--- config.mk ---
export PLATFORM = sky130hd
export DESIGN_NAME = uart_recv
export DESIGN_NICKNAME = d
export VERILOG_FILES = /design/src/rtl/uart_pkg.sv /design/src/rtl/sync_2ff.sv /design/src/rtl/uart_recv.sv
export SDC_FILE = /design/constraint.sdc
export NUM_CORES = 1
export LEC_CHECK = 0
export CORE_MARGIN = 4
export CORE_UTILIZATION = 46
export DETAILED_ROUTE_END_ITERATION = 6
export PLACE_DENSITY_LB_ADDON = 0.1
export SLEW_MARGIN = 0
export SYNTH_ARGS = -nofsm -noshare
export SYNTH_HDL_FRONTEND = slang
export SYNTH_SLANG_ARGS = --single-unit
--- constraint.sdc ---
create_clock -name clk -period 4.47 [get_ports clk]
set_clock_uncertainty 0.1 [all_clocks]
set_input_delay 0.6705 -clock clk [delete_from_list [all_inputs] [get_ports clk]]
set_output_delay 0.6705 -clock clk [all_outputs]
set_load 0.01 [all_outputs]
--- src/rtl/uart_pkg.sv ---
// ============================================================================
// Module      : uart_pkg
// Description : Shared UART frame constants and receiver/transmitter state codes.
// Revision    : 1.0 - initial release
// ============================================================================
`default_nettype none

package uart_pkg;

    localparam int DATA_BITS   = 8;
    localparam int SYNC_STAGES = 2;

    localparam logic [1:0] c_IDLE  = 2'd0;
    localparam logic [1:0] c_START = 2'd1;
    localparam logic [1:0] c_DATA  = 2'd2;
    localparam logic [1:0] c_STOP  = 2'd3;

    // Mid-bit sample index within a bit period of the given length.
    function automatic logic [15:0] sample_point(input int clks);
        return 16'((clks - 1) / 2);
    endfunction

endpackage

`default_nettype wire

--- src/rtl/sync_2ff.sv ---
// ============================================================================
// Module      : sync_2ff
// Description : Single-bit flop-chain synchronizer with selectable reset value.
// Revision    : 1.0 - initial release
// ============================================================================
`default_nettype none

module sync_2ff
    import uart_pkg::*;
#(
    parameter logic RESET_VAL = 1'b1
) (
    input  logic clk,
    input  logic rst,
    input  logic i_d,
    output logic o_q
);

    logic [SYNC_STAGES-1:0] r_chain;

    always_ff @(posedge clk) begin
        if (!rst) begin
            r_chain <= {SYNC_STAGES{RESET_VAL}};
        end else begin
            r_chain <= {r_chain[SYNC_STAGES-2:0], i_d};
        end
    end

    assign o_q = r_chain[SYNC_STAGES-1];

endmodule

`default_nettype wire

--- src/rtl/uart_recv.sv ---
// ============================================================================
// Module      : uart_recv
// Description : 8N1 UART receiver, LSB first, mid-bit sampling, one-cycle pulses.
// Revision    : 1.0 - initial release
// ============================================================================
`default_nettype none

module uart_recv
    import uart_pkg::*;
#(
    parameter int CLKS_PER_BIT = 1
) (
    input  logic       clk,
    input  logic       rst,
    input  logic       din,
    output logic [7:0] data,
    output logic       valid,
    output logic       frame_err,
    output logic       busy
);

    localparam logic [15:0] c_last_cnt  = 16'(CLKS_PER_BIT - 1);
    localparam logic [15:0] c_sample_pt = sample_point(CLKS_PER_BIT);

    logic                 w_s2;
    logic [15:0]          w_cnt_inc;
    logic                 w_sample;

    logic [1:0]           r_state;
    logic [15:0]          r_cnt;
    logic [2:0]           r_bit_idx;
    logic [DATA_BITS-1:0] r_shift;
    logic [7:0]           r_data;
    logic                 r_valid;
    logic                 r_ferr;
    logic                 r_wait_high;

    sync_2ff #(
        .RESET_VAL (1'b1)
    ) u_sync (
        .clk (clk),
        .rst (rst),
        .i_d (din),
        .o_q (w_s2)
    );

    // The counter free-runs modulo CLKS_PER_BIT across bit boundaries, so the
    // state transitions never need to realign it.
    assign w_cnt_inc = (r_cnt == c_last_cnt) ? 16'd0 : r_cnt + 16'd1;
    assign w_sample  = (r_cnt == c_sample_pt);

    always_ff @(posedge clk) begin
        if (!rst) begin
            r_state     <= c_IDLE;
            r_cnt       <= 16'd0;
            r_bit_idx   <= 3'd0;
            r_shift     <= '0;
            r_data      <= 8'h00;
            r_valid     <= 1'b0;
            r_ferr      <= 1'b0;
            r_wait_high <= 1'b0;
        end else begin
            r_valid <= 1'b0;
            r_ferr  <= 1'b0;
            if (w_s2) begin
                r_wait_high <= 1'b0;
            end

            case (r_state)
                c_IDLE: begin
                    r_cnt     <= 16'd0;
                    r_bit_idx <= 3'd0;
                    if (!w_s2 && !r_wait_high) begin
                        r_cnt   <= w_cnt_inc;
                        r_state <= (c_sample_pt == 16'd0) ? c_DATA : c_START;
                    end
                end

                c_START: begin
                    r_cnt <= w_cnt_inc;
                    if (w_sample) begin
                        if (w_s2) begin
                            r_state <= c_IDLE;
                            r_cnt   <= 16'd0;
                        end else begin
                            r_state <= c_DATA;
                        end
                    end
                end

                c_DATA: begin
                    r_cnt <= w_cnt_inc;
                    if (w_sample) begin
                        r_shift   <= {w_s2, r_shift[DATA_BITS-1:1]};
                        r_bit_idx <= r_bit_idx + 3'd1;
                        if (r_bit_idx == 3'(DATA_BITS - 1)) begin
                            r_state <= c_STOP;
                        end
                    end
                end

                c_STOP: begin
                    r_cnt <= w_cnt_inc;
                    if (w_sample) begin
                        // Leave immediately so a start bit right after the stop bit is caught.
                        r_state <= c_IDLE;
                        r_cnt   <= 16'd0;
                        if (w_s2) begin
                            r_data  <= r_shift;
                            r_valid <= 1'b1;
                        end else begin
                            r_ferr      <= 1'b1;
                            r_wait_high <= 1'b1;
                        end
                    end
                end

                default: begin
                    r_state <= c_IDLE;
                end
            endcase
        end
    end

    assign data      = r_data;
    assign valid     = r_valid;
    assign frame_err = r_ferr;
    assign busy      = (r_state != c_IDLE);

endmodule

`default_nettype wire

# Word level (Yosys, flattened, before mapping)
# Cells that the tools add are included.
# classes
n_shift	0
div	0
bitwise	0
eq_ne	9
mux	21
magnitude_cmp	0
add_sub_neg	2
n_mul	0
reduce_logical	12
# ops
cell	count
$mux W16	5
$pmux W16 S4	1
$add A16 B1 Y16 const B	1
$logic_not A16 Y1	1
$mux W2	6
$ne A2 B2 Y1 const B	5
$pmux W2 S4	1
$mux W1	6
$pmux W3 S2	1
$reduce_and A3 Y1	2
$reduce_and A5 Y1	1
$eq A2 B2 Y1 const B	2
$reduce_and A2 Y1	2
$reduce_bool A2 Y1	2
$add A3 B1 Y3 const B	1
$eq A3 B3 Y1 const B	1
$mux W3	1
$eq A2 B1 Y1 const B	1
$logic_not A1 Y1	2
$logic_not A2 Y1	1
$logic_and A1 B1 Y1	1
# totals
output_inout_bits	11
word_cells	53
regBits	42
rom_bits	0
in_bits	3
latchBits	0
mem_count	0
ram_bits	0

# Logic depth before layout (Yosys ltp)
# Gate-level depths: netlist of run 1.
# logic_depth
ltp_word	5
ltp_mapped	8
ltp_nobuf	6

# Cells and area by module
# Synthesis of run 1 repeated with hierarchy kept, for this count alone.
# hier_totals
cells_unflattened	184
area_unflattened_um2	1780.5
# modules_own_cells
module	area_per_inst_um2	instances	seq_area_each_um2	cells_per_inst
uart_recv	1727.9	1	800.8	180
sync_2ff	52.6	1	40.0	4

# Worst setup path after synthesis of run 1
# No wires, ideal clock.
# synth_timing
path_kind	register to register
startpoint	register r_cnt[0]
endpoint	register r_shift[0]
period_less_slack_ns	1.762
setup_time_ns	0.072
t_arrival_ns	1.590
required_time_ns	4.298
n_path_buf	1
path_stages_with_launch	8
setup_slack_ns	2.708
path_cell_list	dfxtp_1 > inv_1 > ha_1 > nor3b_1 > nand4_1 > nor3b_2 > buf_6 > mux2i_1
# synth_via
elab_chain_cells	2
# synth_lines
element	line_no	rtl
start, declared	uart_recv.sv:30	logic [15:0] r_cnt;
start signal, assigned	uart_recv.sv:74	r_cnt <= w_cnt_inc;
start signal, assigned	uart_recv.sv:80	r_cnt <= w_cnt_inc;
start signal, assigned	uart_recv.sv:92	r_cnt <= w_cnt_inc;
$logic_not A16 Y1	uart_recv.sv:50	assign w_sample = (r_cnt == c_sample_pt);
$reduce_and A2 Y1 (no line)	-	
end signal, assigned	uart_recv.sv:94	r_shift <= {w_s2, r_shift[DATA_BITS-1:1]};
end, declared	uart_recv.sv:32	logic [DATA_BITS-1:0] r_shift;
# No other way between the ends.
# A chain may end at the register's enable or synchronous reset.

# Final worst setup path of run 1
# layout_timing
startpoint	register r_cnt[0]
endpoint	register r_bit_idx[1]
# layout_via
elab_chain_cells	3
# layout_lines
element	line_no	rtl
$logic_not A16 Y1	uart_recv.sv:50	
$ne A2 B2 Y1 (no line)	-	
$reduce_and A2 Y1 (no line)	-	
end signal, assigned	uart_recv.sv:95	r_bit_idx <= r_bit_idx + 3'd1;
end, declared	uart_recv.sv:31	logic [2:0] r_bit_idx;
# No other way between the ends.

==> results.toml, run 1 <==
[status]
status = "complete, no violations"

[cts]
cts_resized = 0
clkTransAtPathRegs_ns = 0.08
cts_sinks = 42
hold_buffers = 0
cts_made_buffers = 5
htreeDepth = 2
insertion_delay_ns = 0.29
cts_tree = "yes"
cts_root_buf = "clkbuf_8"
postCtsSetupBuffers = 0
clockBufferDepth = 2

[setup_path]
end_kind = "register"
crit_path_max_incr_delay_ns = 0.91
worst_path_dominant_cell_family = "simple AND/OR/NAND/NOR gates"
start_kind = "register"
worstPathArrival_ns = 2.60
critPathMaxFanout = 11
critPathRequiredTime_ns = 4.58
crit_path_top_delay_cell = "nor3b_2"
path_buf_inv = 1
cp_cell_sequence = "inv_1 > ha_1 > nor3b_1 > nand4_1 > nor3b_2 > mux2i_1"
critPathKind = "register to register"

[synthesis]
postSynthCellCount = 181
syn-cell-area_um2 = 1730
postSynth.asyncResetShare = 0
yosysMostFrequentCell = "dfxtp_1"
ys_warn_count = 0
yosysTopAreaCell = "dfxtp_1"
synth-seq-area-share = 0.486
synth_edf_count = 0
synthFlopType = "dfxtp_1"
synth_common_cells = "dfxtp_1 (42), nand2_1 (24), mux2i_1 (19), nor2_1 (19), xnor2_1 (12)"
synthTopCellsByArea = "dfxtp_1 (49%), mux2i_1 (11%), xnor2_1 (6.1%), nand2_1 (5.2%), nor2_1 (4.1%)"
yosysUniqueCellTypes = 34
ys_ff_latch = 42
synth_top_area_frac = 0.486
syn_area_per_cell_um2 = 9.55
synth_nets = 188

[sta]
min_period_over_period = 0.556
drv_slew = 0
max_freq_ghz = 0.402
fin_crit_ns = 2.49
finalSetupViolations = 0
tns_ns = 0
worst_pin_slew_ns = 1.06
hold_violations = 0
setup_slack_ns = 1.98
relSlewSlack = 0.292
rsz0062_at_grt = "no"

[route]
detail-route-antenna-nets = 0
drtIter0Drc = 35
dr.pass1.iters = 4
post-route-drc-count = 0
vias = 1204
wl_per_cell_um = 11.7
drt-total-wl_um = 2850
vias_per_cell = 4.93

[power_and_ir_drop]
internal_power_mw = 0.551
combinationalPowerShare = 0.024
p_switching_mw = 0.135
ir_worst_vdd_mv = 0.284
leakage_nw = 0.641
p_clk_frac = 0.425
seqPwrFrac = 0.551
power_density_nw_per_um2 = 343
power_switching_share = 0.197

[final_layout]
fin_nets = 202
drive_gt1_frac = 0.0765
areaGrowthSynthToFinish_pct = 15.7
diodes = 0

[grt]
grt_start_max_net_pins = 31
grt_pass1_vias = 1138
gr-total-overflow = 0
grt_antenna_before_repair = 0
grt_pass1_wl_um = 5190
track_usage = 0.132

[die]
row_count = 22
coreArea_um2 = 3630
start_util = 0.476
ios = 14
die_h_um = 69.3
die_area_um2 = 4800
dieWidth_um = 69.3

[placement]
gp_congestion = 0.809
dp_slack_ns = 2.01
io_buffers = 13
hpwlAfterDp_um = 2030

[job]
drv_cap = 0

[min_path]
hp-class = "register to register"
==> final timing paths <==
path                                   startpoint                 to  slack, ns  depth (start not counted)
worst min register to register  u_sync.r_chain[0]  u_sync.r_chain[1]       0.31                          1
worst min-delay path            u_sync.r_chain[0]  u_sync.r_chain[1]       0.31                          1
worst max-delay path                     r_cnt[0]       r_bit_idx[1]       1.98                          6
worst max register to register           r_cnt[0]       r_bit_idx[1]       1.98                          6
==> worst reg2reg max path: stages (launching register included) <==
cell,delay [ns]
dfxtp_1,0.35
inv_1,0.07
ha_1,0.13
nor3b_1,0.31
nand4_1,0.25
nor3b_2,0.91
mux2i_1,0.29
==> logic make-up after synthesis <==
kind of cell / after synthesis / synth area share
AOI/OAI and AO/OA: 6 / 0.0224
muxes: 19 / 0.110
xor gates and xnor gates: 13 / 0.0658
DFF: 42 / 0.486
adders and majority gates: 4 / 0.0289
buffers and inverters: 14 / 0.0362
and+or+nand+nor: 83 / 0.250
==> layer usage <==
layer | part of all wire | track usage
met1 | 0.54 | 0.185
met4 | 0.017 | 0.0629
met2 | 0.42 | 0.186
met5 | 0 | 0
met3 | 0.027 | 0.0362
==> placed cells by master (no fill, tap or decap), types with 4 or more instances in the layout <==
master / count
xnor2_1: 12
dfxtp_1: 42
nand3_1: 9
clkbuf_8: 5
nand2b_1: 4
nor3_1: 4
mux2i_1: 19
inv_1: 7
ha_1: 4
clkdlybuf4s50_1: 13
nor2_1: 19
nor4_1: 5
nand2_1: 24
==> layout make-up <==
cell class                 count  area, um^2
inverter                       7        26.3
tap                           48        60.1
clock buffer                   6        72.6
clock inverter                 2        37.5
fill                         352        1630
timing repair buffer          14         138
multi-input combinational    125         826
sequential                    42         841
==> flip-flops by register name, summed over array words and instances (netlist names) <==
name,flops
r_state,2
r_wait_high,1
u_sync.r_chain,2
valid,1
data,8
r_bit_idx,3
r_cnt,16
r_shift,8
frame_err,1
==> power by group through the flow <==
stage | clock [mW] | combinational, mW | sequential, mW
6_report | 0.291 | 0.0167 | 0.378
3_3_place_gp | 0 | 0.0165 | 0.387
4_1_cts | 0.301 | 0.0170 | 0.378
2_1_floorplan | 0 | 0.0130 | 0.386
3_5_place_dp | 0 | 0.0169 | 0.387
5_1_grt | 0.319 | 0.0184 | 0.379
==> stage by stage <==
step           power [mW]  area, um^2  utilization  hold slack (ns)  instances
2_1_floorplan       0.399        1730            -            0.286        181
3_3_place_gp        0.403        1890        0.520            0.294        236
3_5_place_dp        0.404        1890        0.520            0.294        236
4_1_cts             0.696        2000        0.551            0.314        244
5_1_grt             0.716        2000        0.551            0.353        244
6_report            0.686        2000        0.551            0.313        244
No activity file was read; power rests on OpenSTA's default activity.
==> run 2, diff against run 1 <==
==> constraint.sdc (replaced) <==
create_clock -name clk -period 2.5 [get_ports clk]
set_clock_uncertainty 0.1 [all_clocks]
set_input_delay 0.375 -clock clk [delete_from_list [all_inputs] [get_ports clk]]
set_output_delay 0.375 -clock clk [all_outputs]
set_load 0.01 [all_outputs]
==> results.toml, run 2 (same netlist as run 1, synthesis figures left out) <==
[cts]
cts_tree = "yes"
cts_sinks = 42
clockBufferDepth = 2
cts_resized = 0
hold_buffers = 0
htreeDepth = 2
postCtsSetupBuffers = 0
cts_root_buf = "clkbuf_8"
insertion_delay_ns = 0.29
clkTransAtPathRegs_ns = 0.08
cts_made_buffers = 5

[final_layout]
design_area_um2 = 2040
fin_nets = 203
mostFrequentLayoutCell = "dfxtp_1"
final_cell_mix = "dfxtp_1 (42), nand2_1 (24), mux2i_1 (19), nor2_1 (19), clkdlybuf4s50_1 (13)"
diodes = 0
largest_register_ffs = 16
regMostFlops = "r_cnt"
drive_gt1_frac = 0.0863
areaGrowthSynthToFinish_pct = 18.0

[placement]
gp_congestion = 0.745
io_buffers = 13
hpwlAfterDp_um = 2160
placed_cell_area_um2 = 1900

[grt]
grt_pass1_vias = 1235
track_usage = 0.144
grt_start_max_net_pins = 30
gr-total-overflow = 0
grt_pass1_wl_um = 5580
grt_antenna_before_repair = 0

[route]
detail-route-antenna-nets = 0
post-route-drc-count = 0
drtIter0Drc = 46
drt-total-wl_um = 3080
dr.pass1.iters = 4
vias = 1240
vias_per_cell = 5.06
wl_per_cell_um = 12.6

[power_and_ir_drop]
seqPwrFrac = 0.496
power_switching_share = 0.183
combinationalPowerShare = 0.023
power_density_nw_per_um2 = 668
internal_power_mw = 1.11
p_switching_mw = 0.250
ir_worst_vdd_mv = 0.533
p_total_mw = 1.36
p_clk_frac = 0.481
leakage_nw = 0.667

[die]
start_util = 0.476
die_area_um2 = 4800
ios = 14
dieWidth_um = 69.3
die_h_um = 69.3
row_count = 22
coreArea_um2 = 3630

[setup_path]
worstPathArrival_ns = 2.13
critPathLaunch = "r_cnt[0]"
r2r-start = "r_cnt[0]"
r2r_cells = 7
rrSetupSlack_ns = 0.49
critPathRequiredTime_ns = 2.63
critPathMaxFanout = 11
start_kind = "register"
reg2reg_to = "r_shift[3]"
end_kind = "register"
critPathKind = "register to register"

[sta]
hold_violations = 0
worst_pin_slew_ns = 0.622
fin_crit_ns = 2.01
finalSetupViolations = 0
min_period_over_period = 0.804
tns_ns = 0
max_freq_ghz = 0.498
rsz0062_at_grt = "no"
relSlewSlack = 0.585
drv_slew = 0
fin_hold_ws_ns = 0.315

[min_path]
whs_path_depth = 1
holdPathEnd = "u_sync.r_chain[1]"
holdCritStartpoint = "u_sync.r_chain[0]"
hp-class = "register to register"

[job]
drv_cap = 0

[status]
status = "complete, no violations"
[run 2: final cells by class]
class | count | area (um^2)
multi-input combinational | 125 | 826
clock buffer | 6 | 82.6
sequential | 42 | 841
clock inverter | 2 | 60.1
timing repair buffer | 15 | 145
fill | 326 | 1590
tap | 48 | 60.1
inverter | 7 | 26.3
[run 2: worst max-delay path by stage]
stage | to | depth (start not counted) | slack (ns)
global route | r_bit_idx[0] | 7 | 0.34
floorplan | r_shift[0] | 7 | 0.74
detailed placement | r_shift[3] | 5 | 0.51
CTS | busy | 2 | 0.48
finish | r_shift[3] | 7 | 0.49
global placement | r_shift[4] | 7 | 0.58
[run 2: stage by stage]
stage	worst slack (ns)	util	instances
2_1_floorplan	0.738	-	181
3_3_place_gp	0.584	0.522	237
3_5_place_dp	0.513	0.522	237
4_1_cts	0.478	0.562	245
5_1_grt	0.335	0.562	245
6_report	0.491	0.562	245
[run 2: power groups by stage]
stage	Sequential (mW)	Combinational, mW	Clock [mW]
floorplan	0.691	0.0232	0
global placement	0.692	0.0307	0
CTS	0.676	0.0316	0.670
global route	0.677	0.0343	0.701
detailed placement	0.692	0.0315	0
finish	0.676	0.0310	0.656
[run 2: metal layers]
layer,vias to the layer above,global-route usage,part of all wire
met3,7,0.0522,0.040
li1,643,-,-
met5,-,0,0
met2,19,0.236,0.47
met4,0,0.0586,0.015
met1,571,0.169,0.47
[run 2: critical path, cell delays in order (launching register included)]
cell and delay, ns:
dfxtp_1 0.35, inv_1 0.07, ha_1 0.14, nor3b_1 0.35, nand4_1 0.26, nor3b_2 0.22
buf_4 0.25, mux2i_1 0.21
